$ cat src/rtl/mult_pipeline_sr_if.sv
// mult_pipeline_sr_if: operand/result valid-ready streams of the pipelined multiplier
// master drives operands and out_ready; slave (the multiplier) drives in_ready and the result side.
interface mult_pipeline_sr_if #(
    parameter int N = 8,
    parameter int M = 4
);
    logic         in_valid;
    logic         in_ready;
    logic         signed_mode;
    logic [N-1:0] mult1;
    logic [M-1:0] mult2;
    logic         out_valid;
    logic         out_ready;
    logic [N+M-1:0] result;
    logic         result_signed;
    modport master (
        output in_valid, signed_mode, mult1, mult2, out_ready,
        input  in_ready, out_valid, result, result_signed
    );
    modport slave (
        input  in_valid, signed_mode, mult1, mult2, out_ready,
        output in_ready, out_valid, result, result_signed
    );
endinterface

$ cat src/rtl/mult_pipeline_sr.sv
// mult_pipeline_sr: shift-and-add pipelined multiplier, per-transaction signed mode, valid/ready with bubble collapsing
// clk/rst: rising-edge clock, synchronous active-high reset.
// bus (slave): in_valid/in_ready + signed_mode/mult1/mult2 in; out_valid/out_ready + result/result_signed out.
// occupancy: number of stages holding a transaction.
module mult_pipeline_sr #(
    parameter int N   = 8,
    parameter int M   = 4,
    parameter int BPS = 1
) (
    input  logic                        clk,
    input  logic                        rst,
    mult_pipeline_sr_if.slave           bus,
    output logic [$clog2(M/BPS+1)-1:0]  occupancy
);
    localparam int W  = N + M;
    localparam int S  = M / BPS;
    localparam int OW = $clog2(S + 1);

    // Adds the partial products of the BPS multiplier bits sitting at the bottom of r.
    // In signed mode the multiplier's top bit has negative weight, so it is subtracted.
    function automatic logic [W-1:0] step(input logic [W-1:0] mc, input logic [M-1:0] r,
                                          input logic [W-1:0] s, input logic sg, input int k);
        logic [W-1:0] acc;
        acc = s;
        for (int j = 0; j < BPS; j++)
            if (r[j]) acc = (sg && k * BPS + j == M - 1) ? acc - (mc << j) : acc + (mc << j);
        return acc;
    endfunction

    for (genvar k = 0; k < S; k++) begin : g_stage
        logic         v, sg, adv, p_v, p_sg;
        logic [W-1:0] sum, p_mc, p_sum;
        logic [M-1:0] p_rem;
        if (k == 0) begin : g_src
            assign p_v   = bus.in_valid;
            assign p_sg  = bus.signed_mode;
            assign p_mc  = {{M{bus.signed_mode & bus.mult1[N-1]}}, bus.mult1};
            assign p_rem = bus.mult2;
            assign p_sum = '0;
        end else begin : g_src
            assign p_v   = g_stage[k-1].v;
            assign p_sg  = g_stage[k-1].sg;
            assign p_mc  = g_stage[k-1].g_fwd.mc;
            assign p_rem = g_stage[k-1].g_fwd.rem;
            assign p_sum = g_stage[k-1].sum;
        end
        // A stage moves when it is empty or its successor moves, so bubbles are squeezed out.
        if (k == S - 1) begin : g_adv
            assign adv = !v || bus.out_ready;
        end else begin : g_adv
            assign adv = !v || g_stage[k+1].adv;
        end
        // The last stage only needs the sum; multiplicand and remaining bits are forwarded otherwise.
        if (k < S - 1) begin : g_fwd
            logic [W-1:0] mc;
            logic [M-1:0] rem;
            always_ff @(posedge clk)
                if (adv) begin
                    mc  <= p_mc << BPS;
                    rem <= p_rem >> BPS;
                end
        end
        always_ff @(posedge clk)
            if (rst) begin
                v   <= 1'b0;
                sg  <= 1'b0;
                sum <= '0;
            end else if (adv) begin
                v   <= p_v;
                sg  <= p_sg;
                sum <= step(p_mc, p_rem, p_sum, p_sg, k);
            end
    end

    logic in_fire, out_fire;

    assign bus.in_ready      = g_stage[0].adv;
    assign bus.out_valid     = g_stage[S-1].v;
    assign bus.result        = g_stage[S-1].sum;
    assign bus.result_signed = g_stage[S-1].sg;
    assign in_fire           = bus.in_valid && g_stage[0].adv;
    assign out_fire          = g_stage[S-1].v && bus.out_ready;

    always_ff @(posedge clk)
        if (rst) occupancy <= '0;
        else if (in_fire && !out_fire) occupancy <= occupancy + OW'(1);
        else if (!in_fire && out_fire) occupancy <= occupancy - OW'(1);
endmodule

$ cat src/flat_wrapper.sv
// flat-port wrapper written by rule: the top's interface ports become plain ports
module mult_pipeline_sr_flat 
#(
    parameter int N   = 8,
    parameter int M   = 4,
    parameter int BPS = 1
)
  (clk, rst, occupancy, bus_in_valid, bus_signed_mode, bus_mult1, bus_mult2, bus_out_ready, bus_in_ready, bus_out_valid, bus_result, bus_result_signed);
  mult_pipeline_sr_if #(.N(N), .M(M)) bus_i ();
  input  logic clk;
  input  logic rst;
  output logic [$clog2(M/BPS+1)-1:0] occupancy;
  input wire logic [$bits(bus_i.in_valid)-1:0] bus_in_valid;
  input wire logic [$bits(bus_i.signed_mode)-1:0] bus_signed_mode;
  input wire logic [$bits(bus_i.mult1)-1:0] bus_mult1;
  input wire logic [$bits(bus_i.mult2)-1:0] bus_mult2;
  input wire logic [$bits(bus_i.out_ready)-1:0] bus_out_ready;
  output wire logic [$bits(bus_i.in_ready)-1:0] bus_in_ready;
  output wire logic [$bits(bus_i.out_valid)-1:0] bus_out_valid;
  output wire logic [$bits(bus_i.result)-1:0] bus_result;
  output wire logic [$bits(bus_i.result_signed)-1:0] bus_result_signed;
  assign bus_i.in_valid = bus_in_valid;
  assign bus_i.signed_mode = bus_signed_mode;
  assign bus_i.mult1 = bus_mult1;
  assign bus_i.mult2 = bus_mult2;
  assign bus_i.out_ready = bus_out_ready;
  assign bus_in_ready = bus_i.in_ready;
  assign bus_out_valid = bus_i.out_valid;
  assign bus_result = bus_i.result;
  assign bus_result_signed = bus_i.result_signed;
  mult_pipeline_sr #(.N(N), .M(M), .BPS(BPS)) u_core (.clk(clk), .rst(rst), .bus(bus_i), .occupancy(occupancy));
endmodule
$ cat config.mk
export PLATFORM = sky130hd
export DESIGN_NAME = mult_pipeline_sr_flat
export DESIGN_NICKNAME = d
export VERILOG_FILES = /design/src/rtl/mult_pipeline_sr_if.sv /design/src/rtl/mult_pipeline_sr.sv /design/src/flat_wrapper.sv
export SDC_FILE = /design/constraint.sdc
export NUM_CORES = 1
export LEC_CHECK = 0
export BUFFER_PORTS_ARGS = -buffer_cell sky130_fd_sc_hd__buf_2
export CORE_MARGIN = 3
export CORE_UTILIZATION = 25
export DETAILED_ROUTE_END_ITERATION = 6
export GPL_ROUTABILITY_DRIVEN = 0
export GPL_TIMING_DRIVEN = 1
export MAX_ROUTING_LAYER = met4
export PLACE_DENSITY_LB_ADDON = 0.3
export SLEW_MARGIN = 10
export SYNTH_ARGS = -nofsm -noshare
export SYNTH_HDL_FRONTEND = slang
export SYNTH_SLANG_ARGS = --single-unit
$ cat constraint.sdc
create_clock -name clk -period 4 [get_ports clk]
set_clock_uncertainty 0.1 [all_clocks]
set_input_delay 0.2 -clock clk [delete_from_list [all_inputs] [get_ports clk]]
set_output_delay 0.2 -clock clk [all_outputs]
set_load 0.01 [all_outputs]
Yosys cells after proc, flatten, opt, wreduce, memory -nomap -nowiden
Index checks and enable logic that the tools add are counted.
- reduce and logical (&&, ||, !) cells: 15
- bitwise gates (word level): 1
- $add $sub $neg: 6
- mux-type cells: 7
- operator list (cell ; number):
    12-bit two-way mux ; 5
    12-bit adder ; 3
    12-bit subtractor ; 1
    1-bit zero test ; 6
    3-bit two-way mux ; 2
    1-bit logical AND ; 4
    1-bit logical OR ; 4
    3-bit by 1-bit adder with 3-bit output, second input constant ; 1
    3-bit by 1-bit subtractor with 3-bit output, second input constant ; 1
    2-bit nonzero test ; 1
    1-bit bitwise AND ; 1
- bits in registers: 92
- output and inout port bits: 18
- word-level logic and storage cells: 48

Longest topological paths before layout
- word-level depth: 10
- gate-level depth with buffers: 12
- mapped depth without buffers: 11

Worst setup path after synthesis
No wires, ideal clock.
- kind: flip-flop to flip-flop
- start point: register u_core.g_stage[3].v, in the netlist u_core.bus.out_valid
- end point: register u_core.occupancy[2]
- setup time: 0.070 ns
- arrival time: 2.952 ns
- period minus slack after synthesis: 3.122 ns
- path slack: 0.878 ns
- stages on the path, launching flop included: 13
- path through: dfxtp_1 -> nor2b_1 -> and3_1 -> and2_1 -> inv_1 -> clkbuf_1 -> and2_1 -> ha_1 -> inv_1 -> fa_1 -> xor2_1 -> or3_1 -> a21oi_1
- longest elaborated chain between the ends: 9
- elaborated cells on any way between the ends: 13
- ends and longest elaborated chain (item ; RTL line ; RTL):
    start: declaration ; mult_pipeline_sr.sv:31 ; logic v, sg, adv, p_v, p_sg;
    start signal: assignment ; mult_pipeline_sr.sv:69 ; v <= p_v;
    1-bit zero test (*) ; mult_pipeline_sr.sv:49 ; assign adv = !v || bus.out_ready;
    1-bit logical OR (*) ; mult_pipeline_sr.sv:49 ;
    1-bit logical OR (*) (3 in series) ; mult_pipeline_sr.sv:51 ; assign adv = !v || g_stage[k+1].adv;
    named net bus_in_ready ; flat_wrapper.sv:18 ; output wire logic [$bits(bus_i.in_ready)-1:0] bus_in_ready;
    1-bit logical AND (*) ; mult_pipeline_sr.sv:81 ; assign in_fire = bus.in_valid && g_stage[0].adv;
    1-bit zero test ; mult_pipeline_sr.sv:87 ; else if (!in_fire && out_fire) occupancy <= occupancy - OW'(1);
    1-bit logical AND ; mult_pipeline_sr.sv:87 ;
    2-bit nonzero test (no source line) ; - ;
    end signal: assignment ; mult_pipeline_sr.sv:86 ; else if (in_fire && !out_fire) occupancy <= occupancy + OW'(1);
    end signal: assignment ; mult_pipeline_sr.sv:87 ;
    end: declaration ; mult_pipeline_sr.sv:13 ; output logic [$clog2(M/BPS+1)-1:0] occupancy
Mark *: on every way through the listed nets, which the timed path passes. The rest lies on a longest branch.
A chain may end at the register's enable or synchronous reset.

Final worst setup path
- start point: register u_core.g_stage[3].v, in the netlist u_core.bus.out_valid
- end point: register u_core.occupancy[2]
- longest elaborated chain between the ends: 9
- elaborated cells on any way between the ends: 13
- ends and longest elaborated chain (item ; RTL line):
    1-bit zero test ; mult_pipeline_sr.sv:49
    1-bit logical OR ; mult_pipeline_sr.sv:49
    1-bit logical OR (3 in series) ; mult_pipeline_sr.sv:51
    1-bit logical AND ; mult_pipeline_sr.sv:81
    1-bit zero test ; mult_pipeline_sr.sv:87
    1-bit logical AND ; mult_pipeline_sr.sv:87
    2-bit nonzero test (no source line) ; -
Several ways; a longest one is shown, not always the timed one.

==> out/metrics.cfg <==
[status]
outcome=finished clean

[layout]
diodes=0
final_util=0.306
layout-drive-gt1-share=0.115
fin_nets=547
area_growth_pct=18.7

[power]
leakagePower_uw=0.00216
p_per_area_nw_per_um2=433
p_total_uw=2310
peakVddDrop_uv=223

[timing]
slew_violations=0
fin_ws_ps=728
rsz0062_at_grt=no
finalSetupViolations=0
hold_viol=0
period_share=0.818
relSlewSlack=0.385
fmaxAchievable_mhz=306
hold_slack_ps=26.5
layout_min_cycle_time_ps=3270
tns_ps=0
worst_pin_slew_ps=921

[placement]
post-place-ws_ps=716
hpwlAfterDp_microns=7680
portBuffers=34

[detailed_routing]
drt_iter0_drc=133
wl_per_cell_microns=13.7
drt_drc_violations_left=0
firstDrtPassIters=4
dr_total_vias=3395
finalWirelength_microns=9990
vias_per_cell=4.66
ant_nets=0

[clock_tree]
ctsHtreeMaxLevel=3
numCtsBuffers=9
root_buffer=clkbuf_16
clock_path_buffers=2
cts_tree=done
clkSlewWorstSetupHoldPaths_ps=70
insertion_delay_ps=340
cts.sinks=89

[hold_path]
hold-path-endpoint=u_core.g_stage[0].sg
hp-class=input pin to flop
whs_path_depth=3
min_from=bus_signed_mode

[setup_path]
r2r_end=u_core.occupancy[2]
critical_path_class=flop to flop
reg2reg_depth=13
r2r_slack_ps=730
regToRegStartpoint=u_core.bus.out_valid
cp_max_fo=24
cp-end-kind=flop
arrival_ps=3440
cp-start-kind=flop
worstPathRequired_ps=4170

[yosys]
ys_ff_latch=89
synthesis.instances=459
ys_seq_area_frac=0.471
syn_nets=508
ys_warn_count=0
synth_flop_cell=dfxtp_1
synth-edff-count=33
syn_area_sq_um=4490
synthArstFlopShare=0
synth_cell_types=47
syn-mean-instance-area_sq_um=9.78

[die]
boundaryPins=35
die_x_microns=140
core_sq_um=17400
die_h_microns=140
rows=48
start_util=0.258
dieArea_sq_um=19600

[grt]
antenna_found_initial=0
grt_pass1_vias=3376
track_usage=0.110
grt_max_degree=34
gr-total-overflow=0
grt_pass1_wl_microns=16900

[run]
drv_cap=0

-- layout make-up --
class                      instances  area (sq um)
fill                            1835         12100
multi-input combinational        332          2230
sequential                        89          2110
timing repair buffer              49           313
tap                              225           282
clock buffer                      10           229
clock inverter                     6          98.8
inverter                          17          63.8
-- what timing repair did --
item                                    in CTS  in global routing
setup buffers                                0                  0
hold buffers                                12                  0
resized for setup                            0                  0
endpoints found under the hold margin       12                  0
endpoints found under the setup margin       0                  0
-- where the power goes --
| part | total [uW] | internal [uW] | switching (uW) |
|---|---|---|---|
| Combinational | 328 | 160 | 168 |
| Clock | 930 | 559 | 371 |
| Sequential | 1050 | 998 | 53.3 |
-- stage by stage --
step / instances / area (sq um)
2_1_floorplan: 459 / 4490
3_3_place_gp: 700 / 4880
3_5_place_dp: 700 / 4880
4_1_cts: 728 / 5330
5_1_grt: 728 / 5330
6_report: 728 / 5330
-- layer usage --
metal,up-vias,track usage,share of wire
met3,8,0.0287,0.030
met1,1598,0.142,0.50
met5,-,-,0
li1,1738,-,-
met4,0,0.0280,0.011
met2,51,0.171,0.46
-- worst max-delay path, cell delays in order (launching register included) --
cell and delay [ps]:
dfxtp_1 320, nor2b_1 120, buf_4 170, and3_1 310, and2_1 340, inv_1 90, buf_4 280, and2_1 190
ha_1 180, inv_1 60, fa_1 380, xor2_1 170, or3_1 300, a21oi_1 150
-- state kept, by name, indices dropped and copies added (netlist names) --
register	count
u_core.g_stage.sum	33
u_core.g_stage.g_fwd.mc	27
u_core.bus.result	12
u_core.g_stage.g_fwd.rem	6
u_core.g_stage.sg	3
u_core.g_stage.v	3
u_core.occupancy	3
u_core.bus.out_valid	1
u_core.bus.result_signed	1
-- synthesized netlist by cell type, types with 2 or more instances --
| cell type | number | area share |
|---|---|---|
| mux2i_1 | 18 | 0.040 |
| buf_1 | 2 | 0.0017 |
| nor3_1 | 9 | 0.010 |
| xnor2_1 | 19 | 0.037 |
| a311oi_1 | 2 | 0.0039 |
| nand2b_1 | 6 | 0.0084 |
| dfxtp_1 | 56 | 0.25 |
| o41ai_1 | 2 | 0.0039 |
| a21oi_1 | 44 | 0.049 |
| o21ai_0 | 22 | 0.025 |
| buf_2 | 3 | 0.0033 |
| nor2b_1 | 5 | 0.0070 |
| and4_1 | 2 | 0.0039 |
| o211ai_1 | 4 | 0.0067 |
| inv_1 | 16 | 0.013 |
| a211oi_1 | 19 | 0.032 |
| clkbuf_1 | 16 | 0.013 |
| a31oi_1 | 5 | 0.0070 |
| and2_1 | 4 | 0.0056 |
| or3_1 | 8 | 0.011 |
| fa_1 | 4 | 0.018 |
| nand2_1 | 37 | 0.031 |
| o21bai_1 | 6 | 0.010 |
| nand3_1 | 14 | 0.016 |
| nor2_1 | 45 | 0.038 |
| ha_1 | 28 | 0.078 |
| o31a_1 | 2 | 0.0039 |
| nor4b_1 | 3 | 0.0059 |
| xor2_1 | 6 | 0.012 |
| a21o_1 | 3 | 0.0050 |
| edfxtp_1 | 33 | 0.22 |
-- cell families (layout without fill, tap and decap cells) --
kind of cell,after synthesis,in the layout,synth area share
xor+xnor,25,25,0.0488
compound gates,117,117,0.163
flops,89,89,0.471
buf+inv,38,82,0.0326
simple gates,140,140,0.148
fa+ha+maj,32,32,0.0959
mux,18,18,0.0402
-- worst max-delay path by stage --
stage	endpoint	depth (start not counted)	startpoint	slack, ps
floorplan	u_core.occupancy[2]	12	u_core.bus.out_valid	880
global placement	u_core.occupancy[2]	13	u_core.bus.out_valid	820
detailed placement	u_core.occupancy[2]	13	u_core.bus.out_valid	720
CTS	u_core.occupancy[2]	13	u_core.bus.out_valid	690
global route	u_core.occupancy[2]	13	u_core.bus.out_valid	460
finish	u_core.occupancy[2]	13	u_core.bus.out_valid	730
-- cells in the final DEF, fill, tap and decap left out, drive strengths merged, types with 2 or more instances in the layout --
cell         synthesis  final
nor2b                5      5
o211ai               4      4
or3                  8      8
dfxtp               56     56
nor4b                3      3
nand2               37     37
xnor2               19     19
and2                 4      4
a211oi              20     20
o21bai               6      6
ha                  28     28
nor3                 9      9
o41ai                3      3
a21oi               44     44
mux2i               18     18
clkbuf              16     10
inv                 17     20
xor2                 6      6
bufinv               0      2
dlygate4sd3          0     12
nand3               14     14
o21ai               22     22
edfxtp              33     33
and4                 3      3
a21o                 4      4
a31oi                5      5
a311oi               2      2
fa                   4      4
nor2                45     45
nand2b               6      6
o31a                 2      2
buf                  5     37
Power figures use the tool's default switching activity.
